$ cat src/rtl/mipi_tx_lane_seq.sv
// mipi_tx_lane_seq: multi-lane MIPI D-PHY HS transmit sequencer (byte clock domain).
// Walks LP-11 -> LP-01 -> LP-00 -> HS-0 -> SYNC -> DATA -> TRAIL -> LP-11 and
// presents one HS byte per lane each cycle to an external 8:1 serializer.
//
// Ports:
//   clk_hs     byte clock
//   reset      synchronous active-high reset
//   lane_en    per-lane enable, sampled on burst start (only with MIPI_TX_LANE_MASK_EN)
//   tx_req     level request for an HS burst
//   tx_valid   tx_data valid
//   tx_last    current beat is the last of the burst
//   tx_data    lane i byte at [8i+7:8i]
//   tx_ready   beat accepted when tx_valid & tx_ready (DATA only)
//   busy       sequencer not idle
//   underflow  sticky: tx_valid low while in DATA
//   hs_en      per-lane HS driver enable
//   hs_byte    per-lane HS byte
//   lp_p/lp_n  per-lane LP Dp/Dn levels
//
// Build option: define MIPI_TX_LANE_MASK_EN to add the lane_en input.
module mipi_tx_lane_seq #(
  parameter int unsigned NUM_LANES    = 2,
  parameter int unsigned T_LPX        = 2,
  parameter int unsigned T_HS_PREPARE = 3,
  parameter int unsigned T_HS_ZERO    = 4,
  parameter int unsigned T_HS_TRAIL   = 3,
  parameter int unsigned T_HS_EXIT    = 2
) (
  input  logic                   clk_hs,
  input  logic                   reset,
`ifdef MIPI_TX_LANE_MASK_EN
  input  logic [NUM_LANES-1:0]   lane_en,
`endif
  input  logic                   tx_req,
  input  logic                   tx_valid,
  input  logic                   tx_last,
  input  logic [8*NUM_LANES-1:0] tx_data,
  output logic                   tx_ready,
  output logic                   busy,
  output logic                   underflow,
  output logic [NUM_LANES-1:0]   hs_en,
  output logic [8*NUM_LANES-1:0] hs_byte,
  output logic [NUM_LANES-1:0]   lp_p,
  output logic [NUM_LANES-1:0]   lp_n
);

  localparam int unsigned T_M1  = (T_LPX > T_HS_PREPARE) ? T_LPX : T_HS_PREPARE;
  localparam int unsigned T_M2  = (T_M1 > T_HS_ZERO) ? T_M1 : T_HS_ZERO;
  localparam int unsigned T_M3  = (T_M2 > T_HS_TRAIL) ? T_M2 : T_HS_TRAIL;
  localparam int unsigned T_MAX = (T_M3 > T_HS_EXIT) ? T_M3 : T_HS_EXIT;
  localparam int unsigned CW    = $clog2(T_MAX + 1);

  typedef enum logic [2:0] {
    S_IDLE, S_LPX, S_PREP, S_ZERO, S_SYNC, S_DATA, S_TRAIL, S_EXIT
  } state_e;

  state_e                 state_q, state_d;
  logic [CW-1:0]          cnt_q, cnt_d;
  logic [NUM_LANES-1:0]   lp_p_q, lp_p_d, lp_n_q, lp_n_d, hs_en_q, hs_en_d;
  logic [8*NUM_LANES-1:0] hs_byte_q, hs_byte_d;
  logic                   tx_ready_q, tx_ready_d, busy_q, busy_d;
  logic                   underflow_q, underflow_d;
  logic [NUM_LANES-1:0]   last_b7_q, last_b7_d;
  logic [NUM_LANES-1:0]   lane_mask_d;
  logic                   req_ok;
  logic                   cnt_zero;
  logic                   accept;

  // Lane mask is captured while idle, so it freezes on the IDLE->LPX edge.
`ifdef MIPI_TX_LANE_MASK_EN
  logic [NUM_LANES-1:0] lane_mask_q;
  assign lane_mask_d = (state_q == S_IDLE) ? lane_en : lane_mask_q;
  assign req_ok      = tx_req && (lane_en != '0);

  always_ff @(posedge clk_hs) begin
    if (reset) lane_mask_q <= '1;
    else       lane_mask_q <= lane_mask_d;
  end
`else
  assign lane_mask_d = '1;
  assign req_ok      = tx_req;
`endif

  assign cnt_zero = (cnt_q == '0);
  assign accept   = (state_q == S_DATA) && tx_valid;

  // Next state, counter and registered-output values (outputs follow state_d).
  always_comb begin
    state_d     = state_q;
    cnt_d       = cnt_q;
    underflow_d = underflow_q;
    lp_p_d      = lp_p_q;
    lp_n_d      = lp_n_q;
    hs_en_d     = '0;
    hs_byte_d   = hs_byte_q;
    last_b7_d   = last_b7_q;

    case (state_q)
      S_IDLE: if (req_ok) begin state_d = S_LPX; cnt_d = CW'(T_LPX - 1); end
      S_LPX: begin
        if (cnt_zero) begin state_d = S_PREP; cnt_d = CW'(T_HS_PREPARE - 1); end
        else cnt_d = cnt_q - CW'(1);
      end
      S_PREP: begin
        if (cnt_zero) begin state_d = S_ZERO; cnt_d = CW'(T_HS_ZERO - 1); end
        else cnt_d = cnt_q - CW'(1);
      end
      S_ZERO: begin
        if (cnt_zero) begin state_d = S_SYNC; cnt_d = '0; end
        else cnt_d = cnt_q - CW'(1);
      end
      S_SYNC: state_d = S_DATA;
      S_DATA: begin
        if (!tx_valid) begin
          underflow_d = 1'b1;
          state_d     = S_TRAIL;
          cnt_d       = CW'(T_HS_TRAIL - 1);
        end else if (tx_last) begin
          // One extra TRAIL cycle carries the final byte out before the trail pattern.
          state_d = S_TRAIL;
          cnt_d   = CW'(T_HS_TRAIL);
        end
      end
      S_TRAIL: begin
        if (cnt_zero) begin state_d = S_EXIT; cnt_d = CW'(T_HS_EXIT - 1); end
        else cnt_d = cnt_q - CW'(1);
      end
      S_EXIT: begin
        if (cnt_zero) begin state_d = S_IDLE; cnt_d = '0; end
        else cnt_d = cnt_q - CW'(1);
      end
      default: begin state_d = S_IDLE; cnt_d = '0; end
    endcase

    tx_ready_d = (state_d == S_DATA);
    busy_d     = (state_d != S_IDLE);

    case (state_d)
      S_LPX:  begin lp_p_d = '0; lp_n_d = '1; hs_byte_d = '0; end
      S_PREP: begin lp_p_d = '0; lp_n_d = '0; hs_byte_d = '0; end
      S_ZERO: begin hs_en_d = '1; hs_byte_d = '0; end
      S_SYNC: begin hs_en_d = '1; hs_byte_d = {NUM_LANES{8'hB8}}; last_b7_d = '1; end
      S_DATA, S_TRAIL: begin
        hs_en_d = '1;
        if (accept) begin
          hs_byte_d = tx_data;
          for (int i = 0; i < NUM_LANES; i++) last_b7_d[i] = tx_data[8*i+7];
        end else if (state_d == S_TRAIL) begin
          for (int i = 0; i < NUM_LANES; i++) hs_byte_d[8*i +: 8] = {8{~last_b7_q[i]}};
        end
      end
      default: begin lp_p_d = '1; lp_n_d = '1; hs_byte_d = '0; end
    endcase

    // Disabled lanes stay parked in LP-11.
    for (int i = 0; i < NUM_LANES; i++) begin
      if (!lane_mask_d[i]) begin
        lp_p_d[i]            = 1'b1;
        lp_n_d[i]            = 1'b1;
        hs_en_d[i]           = 1'b0;
        hs_byte_d[8*i +: 8]  = '0;
      end
    end
  end

  // State and output registers.
  always_ff @(posedge clk_hs) begin
    if (reset) begin
      state_q     <= S_IDLE;
      cnt_q       <= '0;
      lp_p_q      <= '1;
      lp_n_q      <= '1;
      hs_en_q     <= '0;
      hs_byte_q   <= '0;
      tx_ready_q  <= 1'b0;
      busy_q      <= 1'b0;
      underflow_q <= 1'b0;
      last_b7_q   <= '1;
    end else begin
      state_q     <= state_d;
      cnt_q       <= cnt_d;
      lp_p_q      <= lp_p_d;
      lp_n_q      <= lp_n_d;
      hs_en_q     <= hs_en_d;
      hs_byte_q   <= hs_byte_d;
      tx_ready_q  <= tx_ready_d;
      busy_q      <= busy_d;
      underflow_q <= underflow_d;
      last_b7_q   <= last_b7_d;
    end
  end

  assign tx_ready  = tx_ready_q;
  assign busy      = busy_q;
  assign underflow = underflow_q;
  assign hs_en     = hs_en_q;
  assign hs_byte   = hs_byte_q;
  assign lp_p      = lp_p_q;
  assign lp_n      = lp_n_q;

endmodule
$ cat config.mk
export PLATFORM = sky130hd
export DESIGN_NAME = mipi_tx_lane_seq
export DESIGN_NICKNAME = d
export VERILOG_FILES = /design/src/rtl/mipi_tx_lane_seq.sv
export SDC_FILE = /design/constraint.sdc
export NUM_CORES = 1
export LEC_CHECK = 0
export ABC_AREA = 1
export BUFFER_PORTS_ARGS = -buffer_cell sky130_fd_sc_hd__buf_2
export CAP_MARGIN = 20
export CORE_ASPECT_RATIO = 2
export CORE_MARGIN = 5
export CORE_UTILIZATION = 50
export DETAILED_ROUTE_END_ITERATION = 8
export GPL_TIMING_DRIVEN = 0
export PLACE_DENSITY = 0.8
export SLEW_MARGIN = 20
export SYNTH_ARGS = -nofsm -noshare
export SYNTH_HDL_FRONTEND = slang
export SYNTH_SLANG_ARGS = --single-unit
export TNS_END_PERCENT = 1
$ cat constraint.sdc
create_clock -name clk_hs -period 1.5 [get_ports clk_hs]
set_input_delay 0.075 -clock clk_hs [delete_from_list [all_inputs] [get_ports clk_hs]]
set_output_delay 0.075 -clock clk_hs [all_outputs]
set_load 0.05 [all_outputs]
==> flow_metrics.tcl <==
set metrics [dict create \
    final.setup.worst_slack_ns 0.03397 \
    gp_congestion 0.9234 \
    finish.net_count 290 \
    die_area_um2 4340 \
    power.switching_mw 1.630 \
    wl_mm 3.886 \
    drtIter0Drc 19 \
    hold_path_depth 2 \
    power.leakage_nw 1.023 \
    end_kind "flip-flop" \
    power_mw 3.590 \
    seq_area_um2 614.3 \
    multi_input_area_um2 877.1 \
    numClockSinks 30 \
    synthTopCellsByArea "dfxtp_1, nand2_1, a21oi_1" \
    pwr-share-comb_pct 51.5 \
    routed_via_density 5.077 \
    grtUsageTotal_pct 17.47 \
    cp_num_buf_inv 2 \
    antenna_found_initial 0 \
    grt_pass1_vias 1427 \
    peakVddDrop_uv 1060 \
    vias 1523 \
    clkLatencyLatePin_ns 0.28 \
    cts_tree "built" \
    max_freq_ghz 0.6821 \
    critPathMaxFanout 6 \
    synthCells 210 \
    drive_above_1_share_pct 47.78 \
    hp-class "in2reg" \
    core_um2 2943 \
    portBuffers 44 \
    ys_warn_count 0 \
    gr-total-overflow 0 \
    p_per_area_nw_per_um2 1703 \
    crit_type "reg2reg" \
    worstReg2RegStart "state_q[1]" \
    holdPathEnd "state_q[2]" \
    num_rows 28 \
    hold_viol 0 \
    path_clk_slew_ns 0.06 \
    drc 0 \
    maxSlewViolCount 0 \
    syn-mean-instance-area_um2 7.299 \
    power.internal_mw 1.960 \
    tns_ns 0 \
    worstPathRequired_ns 1.64 \
    cp-start-kind "flip-flop" \
    status "completed" \
    setup_viol 0 \
    power_frac_clock_pct 18.3 \
    critPathMaxStageDelay_ns 0.37 \
    cts-root-buf "clkbuf_8" \
    min_period_over_period_pct 97.74 \
    syn_area_um2 1533 \
    antenna_left 0 \
    worstReg2RegEnd "hs_byte[8]" \
    nFillCells 258 \
    cp.arrival_ns 1.61 \
    synth-seq-cells 30 \
    syn_nets 231 \
    timing.hold.ws_ns 0.06250 \
    place_hpwl_mm 2.835 \
    grt_start_max_net_pins 11 \
    wl_per_cell_um 12.95 \
    firstDrtPassIters 5 \
    yosys.area.top_type_share_pct 39.18 \
    path_delay_family "simple AND/OR/NAND/NOR gates" \
    start_util_pct 52.08 \
    critPathSlowestCell "dfxtp_4" \
    io_pins 46 \
    r2r_slack_ns 0.03 \
    seqPwrFrac_pct 30.2 \
    reg2reg_depth 11 \
    n_antenna_cell 0 \
    worst_slew_pin_slew_ns 0.6269 \
    areaGrowthSynthToFinish_pct 37.55 \
    clock_skew_ns 0.006960 \
    netlist-cell-type-count 30 \
    numCtsBuffers 5 \
    die_h_um 88.30 \
    min_period_ns 1.466 \
    synth_area_leader_cell "dfxtp_1" \
    clockBufferDepth 2 \
    hp-start "reset" \
    ys_seq_area_share_pct 39.18 \
    post-route-util_pct 71.64 \
    path_cells "inv_2, nand3_4, nor2_4, nor2_4, nand2_2, nand2_4, nand3_4, nand2_8, clkbuf_16, nand2_2, a21oi_2" \
    dp_slack_ns -0.1119 \
    slew_headroom_pct 58.21 \
    cts_hold_buffers 0 \
    rsz0062_at_grt "yes" \
    grt_pass1_wl_mm 5.885 \
    die_w_um 49.15 \
    htree_levels 2 \
    cap_violations 0 \
    netSwitchingFraction_pct 45.41 \
]
-- how the worst max path moves through the flow --
stage | from | endpoint | slack, ns | depth (start not counted)
after floorplan | state_q[0] | hs_byte[15] | 0.16 | 8
after global placement | state_q[1] | hs_byte[1] | -0.07 | 10
after detailed placement | state_q[1] | last_b7_q[0] | -0.11 | 9
after CTS | state_q[1] | hs_byte[2] | -0.01 | 11
after global routing | cnt_q[1] | last_b7_q[0] | -0.05 | 9
final | state_q[1] | hs_byte[8] | 0.03 | 11
-- per-layer routing --
layer  global-route usage [%]  share of wire [%]  vias up  routed length [um]
met5                        0                  0        -                   0
met4                    12.75                4.1        0                 158
met3                    3.373                4.0       12                 154
met2                    33.14                 57       37                2228
met1                    15.83                 35      685                1344
li1                         -                  -      789                   -
-- cells by family (layout without fill, tap and decap cells) --
family / after synthesis / after routing / synth area share (%)
compound gates: 45 / 45 / 17.39
flops: 30 / 30 / 39.18
simple gates: 100 / 100 / 32.82
buf+inv: 35 / 95 / 10.61
-- synth_stat cells --
cell and number:
nand2_1 51, dfxtp_1 30, inv_1 20, a21oi_1 18, o21ai_0 14, nand2_2 13
nor2_1 12, a21oi_2 10, inv_2 4, nand3_1 4, nor2_2 4, buf_2 3
buf_4 3, nand4_1 3, clkinv_1 2, nand2_4 2, nand3_2 2, nand3b_1 2
nor3_1 2, a211oi_1 1, a31oi_1 1, buf_1 1, buf_12 1, clkbuf_1 1
nand3_4 1, nor2_4 1, nor3b_2 1, nor4_1 1, o21ai_1 1, or2_2 1
-- metrics by stage --
stage / cells / area (um^2)
global route: 300 / 2108
global placement: 284 / 1790
floorplan: 210 / 1533
detailed placement: 284 / 1790
CTS: 292 / 1898
finish: 300 / 2108
-- state kept, by name, indices dropped and copies added, names as in the netlist --
signal / flops
busy: 1
cnt_q: 3
hs_byte: 16
hs_en: 1
last_b7_q: 2
lp_n: 1
lp_p: 1
state_q: 3
tx_ready: 1
underflow: 1
-- cells in the final DEF, fill, tap and decap left out, drive strengths merged --
cell / count
clkinv: 2
dfxtp: 30
nor4: 1
nor2: 17
nand3b: 2
nand2: 66
nand4: 3
a31oi: 1
inv: 25
buf: 58
o21ai: 15
or2: 1
nor3b: 1
a21oi: 28
a211oi: 1
nand3: 7
nor3: 2
clkbuf: 10
-- power by group through the flow --
| stage | Clock [mW] | Combinational, mW | Sequential (mW) |
|---|---|---|---|
| 2_1_floorplan | 0 | 0.971 | 1.26 |
| 3_3_place_gp | 0 | 1.50 | 1.04 |
| 3_5_place_dp | 0 | 1.51 | 1.04 |
| 4_1_cts | 0.676 | 1.54 | 1.04 |
| 5_1_grt | 0.707 | 2.02 | 1.10 |
| 6_report | 0.656 | 1.85 | 1.09 |
-- final cells by class --
type	instances	area share [%]
repair buffers	52	14.72
inverters	26	4.926
multi-input cells	145	41.60
plain buffers	9	3.501
well taps	30	1.780
clock buffers	7	4.095
flip-flops and latches	30	29.14
clock inverters	1	0.2374
-- what timing repair did --
item	in CTS	in global routing
endpoints found under the setup margin	19	20
cloned	0	1
gates resized for setup	9	35
pin swaps	0	12
buffers inserted	0	7
Power figures use the tool's default switching activity.
